### src/rtl/i2s_receive_pkg.sv
`default_nettype none
// ============================================================================
// Module      : i2s_receive_pkg
// Description : Shared channel encoding, word-length limits and sample width
//               for the I2S receiver and S/PDIF transmitter.
// Revision    : 1.0 - initial release
// ============================================================================
package i2s_receive_pkg;

    typedef enum logic {
        LEFT  = 1'b0,
        RIGHT = 1'b1
    } channel_t;

    localparam int MIN_WORD_BITS = 16;
    localparam int MAX_WORD_BITS = 63;
    localparam int SAMPLE_WIDTH  = 32;

    // Bit counter increment that sticks at the longest measurable word.
    function automatic logic [5:0] sat_inc(input logic [5:0] v);
        return (v == 6'(MAX_WORD_BITS)) ? v : v + 6'd1;
    endfunction

endpackage
`default_nettype wire

### src/rtl/i2s_sync_edge.sv
`default_nettype none
// ============================================================================
// Module      : i2s_sync_edge
// Description : Multi-flop synchronizer with rising-edge detect on the
//               synchronized output.
// Revision    : 1.0 - initial release
// ============================================================================
module i2s_sync_edge #(
    parameter int SYNC_STAGES = 2
) (
    input  logic clk,
    input  logic rst_n,
    input  logic d,
    output logic q,
    output logic rise
);

    logic [SYNC_STAGES-1:0] r_sync;
    logic                   r_prev;

    always_ff @(posedge clk or negedge rst_n) begin
        if (!rst_n) begin
            r_sync <= '0;
            r_prev <= 1'b0;
        end else begin
            r_sync[0] <= d;
            for (int i = 1; i < SYNC_STAGES; i++) begin
                r_sync[i] <= r_sync[i-1];
            end
            r_prev <= r_sync[SYNC_STAGES-1];
        end
    end

    assign q    = r_sync[SYNC_STAGES-1];
    assign rise = r_sync[SYNC_STAGES-1] & ~r_prev;

endmodule
`default_nettype wire

### src/rtl/i2s_receive.sv
`default_nettype none
// ============================================================================
// Module      : i2s_receive
// Description : I2S slave receiver with word-length auto-lock, frame error
//               detection and BCLK loss timeout; emits stereo sample pairs.
// Revision    : 1.0 - initial release
// ============================================================================
module i2s_receive
    import i2s_receive_pkg::*;
#(
    parameter int DATA_BITS   = 24,
    parameter int SYNC_STAGES = 2,
    parameter int TIMEOUT     = 256
) (
    input  logic                    clk,
    input  logic                    rst_n,
    input  logic                    i2s_bclk,
    input  logic                    i2s_lrclk,
    input  logic                    i2s_sdata,
    output logic [SAMPLE_WIDTH-1:0] data_left,
    output logic [SAMPLE_WIDTH-1:0] data_right,
    output logic                    sample_valid,
    output logic                    locked,
    output logic                    frame_error,
    output logic [5:0]              bits_per_channel
);

    localparam int IDLE_W = $clog2(TIMEOUT + 1);

    logic w_edge;
    logic w_lr_raw;
    logic w_sd;
    logic w_bclk_unused;
    logic w_lr_rise_unused;
    logic w_sd_rise_unused;

    i2s_sync_edge #(.SYNC_STAGES(SYNC_STAGES)) u_sync_bclk (
        .clk  (clk),
        .rst_n(rst_n),
        .d    (i2s_bclk),
        .q    (w_bclk_unused),
        .rise (w_edge)
    );

    i2s_sync_edge #(.SYNC_STAGES(SYNC_STAGES)) u_sync_lrclk (
        .clk  (clk),
        .rst_n(rst_n),
        .d    (i2s_lrclk),
        .q    (w_lr_raw),
        .rise (w_lr_rise_unused)
    );

    i2s_sync_edge #(.SYNC_STAGES(SYNC_STAGES)) u_sync_sdata (
        .clk  (clk),
        .rst_n(rst_n),
        .d    (i2s_sdata),
        .q    (w_sd),
        .rise (w_sd_rise_unused)
    );

    channel_t              w_lr;
    logic [31:0]           r_shift;
    logic [5:0]            r_bit_count;
    channel_t              r_lr_prev;
    logic [IDLE_W-1:0]     r_idle;
    logic                  r_primed;
    logic [5:0]            r_prev_len;
    logic                  r_left_ok;
    logic [SAMPLE_WIDTH-1:0] r_hold;

    logic                  w_boundary;
    logic [31:0]           w_shift_wr;
    logic [4:0]            w_bit_idx;
    logic [5:0]            w_len;
    logic [SAMPLE_WIDTH-1:0] w_word;
    logic                  w_mismatch;
    logic                  w_lock_now;
    logic                  w_timeout;

    assign w_lr       = channel_t'(w_lr_raw);
    assign w_boundary = (w_lr != r_lr_prev);
    assign w_bit_idx  = 5'd31 - r_bit_count[4:0];

    // Current edge's bit merged into the shift register; on a boundary this
    // is the trailing LSB of the word being committed.
    always_comb begin
        w_shift_wr = r_shift;
        if (r_bit_count < 6'd32) begin
            w_shift_wr[w_bit_idx] = w_sd;
        end
    end

    assign w_len      = sat_inc(r_bit_count);
    assign w_word     = SAMPLE_WIDTH'($signed(w_shift_wr[31 -: DATA_BITS]));
    assign w_mismatch = locked && (w_len != bits_per_channel);
    assign w_lock_now = locked ? !w_mismatch
                               : ((w_len == r_prev_len) && (w_len >= 6'(MIN_WORD_BITS)));
    assign w_timeout  = !w_edge && (r_idle == IDLE_W'(TIMEOUT - 1));

    always_ff @(posedge clk or negedge rst_n) begin
        if (!rst_n) begin
            r_shift          <= '0;
            r_bit_count      <= '0;
            r_lr_prev        <= LEFT;
            r_idle           <= '0;
            r_primed         <= 1'b0;
            r_prev_len       <= '0;
            r_left_ok        <= 1'b0;
            r_hold           <= '0;
            data_left        <= '0;
            data_right       <= '0;
            sample_valid     <= 1'b0;
            locked           <= 1'b0;
            frame_error      <= 1'b0;
            bits_per_channel <= '0;
        end else begin
            sample_valid <= 1'b0;
            frame_error  <= 1'b0;
            if (w_edge) begin
                r_idle    <= '0;
                r_lr_prev <= w_lr;
                if (!w_boundary) begin
                    r_shift     <= w_shift_wr;
                    r_bit_count <= sat_inc(r_bit_count);
                end else begin
                    r_shift     <= '0;
                    r_bit_count <= '0;
                    // The first boundary after reset/timeout only aligns to
                    // the word grid; the word before it is partial.
                    if (!r_primed) begin
                        r_primed <= 1'b1;
                    end else begin
                        r_prev_len <= w_len;
                        if (w_mismatch) begin
                            frame_error <= 1'b1;
                            locked      <= 1'b0;
                            r_left_ok   <= 1'b0;
                        end else begin
                            if (!locked && w_lock_now) begin
                                locked           <= 1'b1;
                                bits_per_channel <= w_len;
                            end
                            if (r_lr_prev == LEFT) begin
                                r_hold    <= w_word;
                                r_left_ok <= 1'b1;
                            end else if (w_lock_now && r_left_ok) begin
                                data_left    <= r_hold;
                                data_right   <= w_word;
                                sample_valid <= 1'b1;
                                r_left_ok    <= 1'b0;
                            end
                        end
                    end
                end
            end else if (w_timeout) begin
                locked      <= 1'b0;
                r_left_ok   <= 1'b0;
                r_bit_count <= '0;
                r_primed    <= 1'b0;
                r_prev_len  <= '0;
            end else begin
                r_idle <= r_idle + 1'b1;
            end
        end
    end

endmodule
`default_nettype wire

### config.mk
export PLATFORM = sky130hd
export DESIGN_NAME = i2s_receive
export DESIGN_NICKNAME = d
export VERILOG_FILES = /design/src/rtl/i2s_receive_pkg.sv /design/src/rtl/i2s_sync_edge.sv /design/src/rtl/i2s_receive.sv
export SDC_FILE = /design/constraint.sdc
export NUM_CORES = 1
export LEC_CHECK = 0
export ABC_AREA = 1
export BUFFER_PORTS_ARGS = -buffer_cell sky130_fd_sc_hd__buf_2
export CAP_MARGIN = 20
export CORE_ASPECT_RATIO = 0.75
export CORE_UTILIZATION = 40
export CTS_BUF_LIST = sky130_fd_sc_hd__clkbuf_16
export DETAILED_ROUTE_END_ITERATION = 16
export PLACE_DENSITY = 0.6
export RECOVER_POWER = 50
export SLEW_MARGIN = 10
export SYNTH_ARGS = -nofsm -noshare
export SYNTH_HDL_FRONTEND = slang
export SYNTH_HIERARCHICAL = 1
export SYNTH_SLANG_ARGS = --single-unit
### constraint.sdc
create_clock -name clk -period 2.9 [get_ports clk]
set_input_delay 0.145 -clock clk [delete_from_list [all_inputs] [get_ports clk]]
set_output_delay 0.145 -clock clk [all_outputs]
set_load 0.02 [all_outputs]
==> flow_metrics.tcl <==
set metrics [dict create \
    powerDensity_nw_per_um2 680.0 \
    max_slew.worst_pin.slew_ns 1.594 \
    setup_tns_ns 0 \
    final-setup-viol-count 0 \
    max-cap-violations 1 \
    fin_nets 824 \
    hold_violations 0 \
    worstSetupPathType "flip-flop to flip-flop" \
    antennaDiodeCount 0 \
    wire_length_of_the_first_global_routing_pass_mm 23.68 \
    finalCoreUtilization 0.4796 \
    yosysWarningCount 6 \
    crit-reg2reg-launch "r_bit_count[0]" \
    syn_area_per_cell_um2 8.418 \
    initialDrtViolationCount 329 \
    cts_buffer_depth 2 \
    detail_route.first_pass.iterations 5 \
    rrSetupSlack_ns 0.41 \
    cts_resized 0 \
    gr-max-usage-layer "met1" \
    tritoncts "built" \
    insertion_delay_ns 0.42 \
    cts_htree_levels 4 \
    timing.critical_path.fanout_max 49 \
    maximum_number_of_pins_on_one_net_before_global_route_repair 67 \
    worst_reg_to_reg_cells 15 \
    timing.critical_path.arrival_ns 2.77 \
    postCtsSetupBuffers 0 \
    category_of_the_worst_setup_path_launch_point "flip-flop" \
    synth_cells 753 \
    root_buffer "sky130_fd_sc_hd__clkbuf_16" \
    detailedPlace.worstSlack_ns 0.4742 \
    gp_congestion 0.8455 \
    crit_path_end "r_hold[19]" \
    drt_wl_total_mm 14.11 \
    cts-hold-fix-buffers 4 \
    critPathRequiredTime_ns 3.18 \
    grt_antenna_before_repair 0 \
    postRouteAntennaNets 0 \
    cp-end-kind "flip-flop" \
    placementRows 39 \
    post_route_cells_drive_above_1_share 0.09818 \
    hold_class "flip-flop to flip-flop" \
    numCtsBuffers 17 \
    syn2layout_area_growth_pct 16.30 \
    worst_ir_drop_vdd_mv 0.4478 \
    report.power.total_w 0.005013 \
    startpoint "r_bit_count[0]" \
    gr_usage_total 0.1841 \
    place_inst 994 \
    route.detailed.vias_per_inst 4.869 \
    worst_setup_hold_path_clk_slew_ns 0.06 \
    skew_ns 0.008146 \
    floorplan.die.width_um 147.4 \
    synth.cell_area_um2 6339 \
    fin_crit_sh 0.8578 \
    p_leak_nw 3.829 \
    met1_global_route_usage 0.2777 \
    initial_core_util 0.4124 \
    fmax_mhz 402.0 \
    post-route-worst-setup-slack_ns 0.4122 \
    max_slew_margin -0.06269 \
    design.core.area_um2 15370 \
    global_route.usage.met3 0.04897 \
    gr-total-overflow 0 \
    floorplan.die_area_um2 16360 \
    outcome "complete, but fails checks" \
    rsz0062_at_grt "false" \
    layout_min_cycle_time_ns 2.488 \
    regToRegEndpoint "r_hold[19]" \
    failing_checks "capacitance limit, slew limit" \
    first_global_vias 4756 \
    buffer_ports.inserted 77 \
    design.portCount 78 \
    timing_max_transition_violations_final 67 \
    route.detailed.wl_per_inst_um 13.70 \
    clkSinkCount 136 \
    finalNonFillerCells 1030 \
    hpwl_mm 9.641 \
    remaining_design_rule_violation_count 0 \
    routed-via-count 5015 \
    grt_use_met2 0.2560 \
    mappedNetlistNets 765 \
    die-height_um 111.0 \
]
layout by cell type (no fill, tap or decap), types with 5 or more instances in the layout:
cell                        instances
sky130_fd_sc_hd__nand2_1          233
sky130_fd_sc_hd__nand3_1           19
sky130_fd_sc_hd__inv_1             86
sky130_fd_sc_hd__o22ai_1           31
sky130_fd_sc_hd__a21oi_1            8
sky130_fd_sc_hd__clkbuf_1          54
sky130_fd_sc_hd__o21ai_0           53
sky130_fd_sc_hd__bufinv_16          5
sky130_fd_sc_hd__clkinv_1           5
sky130_fd_sc_hd__clkbuf_16         17
sky130_fd_sc_hd__ha_1               7
sky130_fd_sc_hd__nor3_1            10
sky130_fd_sc_hd__nor2_1            25
sky130_fd_sc_hd__buf_4             13
sky130_fd_sc_hd__nand4_1           50
sky130_fd_sc_hd__o21ai_1           11
sky130_fd_sc_hd__buf_2             22
sky130_fd_sc_hd__dfrtp_1          136
how the worst min path moves through the flow:
stage / end / start / depth (start not counted)
after floorplan: bits_per_channel[0] / rst_n / 0
after global routing: u_sync_bclk/r_sync[0] / i2s_bclk / 2
after detailed placement: data_right[23] / rst_n / 1
after global placement: data_right[23] / rst_n / 1
final: u_sync_bclk/r_sync[1] / u_sync_bclk/r_sync[0] / 0
after CTS: data_right[23] / rst_n / 2
cell type report:
type                    count  area [µm²]
multi-input cells         471        2276
well taps                 205       256.5
fillers                  1531        7999
clock buffers              17       425.4
inverters                  91       341.6
flip-flops and latches    136        3403
repair buffers             95       462.9
clock inverters            15       206.4
critical path, stage by stage (launching register included):
cell and delay [ns]:
sky130_fd_sc_hd__dfrtp_1 0.49, sky130_fd_sc_hd__ha_1 0.26, sky130_fd_sc_hd__inv_2 0.08, sky130_fd_sc_hd__nor2_4 0.13
sky130_fd_sc_hd__nand2_4 0.09, sky130_fd_sc_hd__nand2_1 0.12, sky130_fd_sc_hd__nand2_2 0.10, sky130_fd_sc_hd__nand2_1 0.07
sky130_fd_sc_hd__nand2_1 0.05, sky130_fd_sc_hd__nand2_1 0.07, sky130_fd_sc_hd__nor2_1 0.04, sky130_fd_sc_hd__nand2_2 0.10
sky130_fd_sc_hd__nand2_1 0.11, sky130_fd_sc_hd__nand3_1 0.10, sky130_fd_sc_hd__buf_4 0.38, sky130_fd_sc_hd__o21ai_0 0.15
registers in the layout, summed over array words and instances, names as in the netlist, 6 cells and up:
| register | flops |
|---|---|
| bits_per_channel | 6 |
| data_left | 24 |
| data_right | 24 |
| r_bit_count | 6 |
| r_hold | 24 |
| r_idle | 9 |
| r_prev_len | 6 |
| r_shift | 24 |
report_power, final:
part           internal (W)  total, W  switching [W]
clock network       0.00151   0.00232       0.000809
registers           0.00200   0.00209      0.0000861
logic              0.000171  0.000605       0.000434
layer usage:
| metal | vias up | part of all wire |
|---|---|---|
| li1 | 2558 | - |
| met1 | 2340 | 0.53 |
| met2 | 107 | 0.41 |
| met3 | 10 | 0.045 |
| met4 | 0 | 0.0081 |
| met5 | - | 0 |
stage by stage:
step	area, µm²	hold WS [ns]
after floorplan	6339	-0.1506
after global placement	6787	0.1863
after detailed placement	6787	0.1820
after CTS	7458	0.2997
after global routing	7372	0.3511
final	7372	0.3468
(Power assumes the default switching activity.)
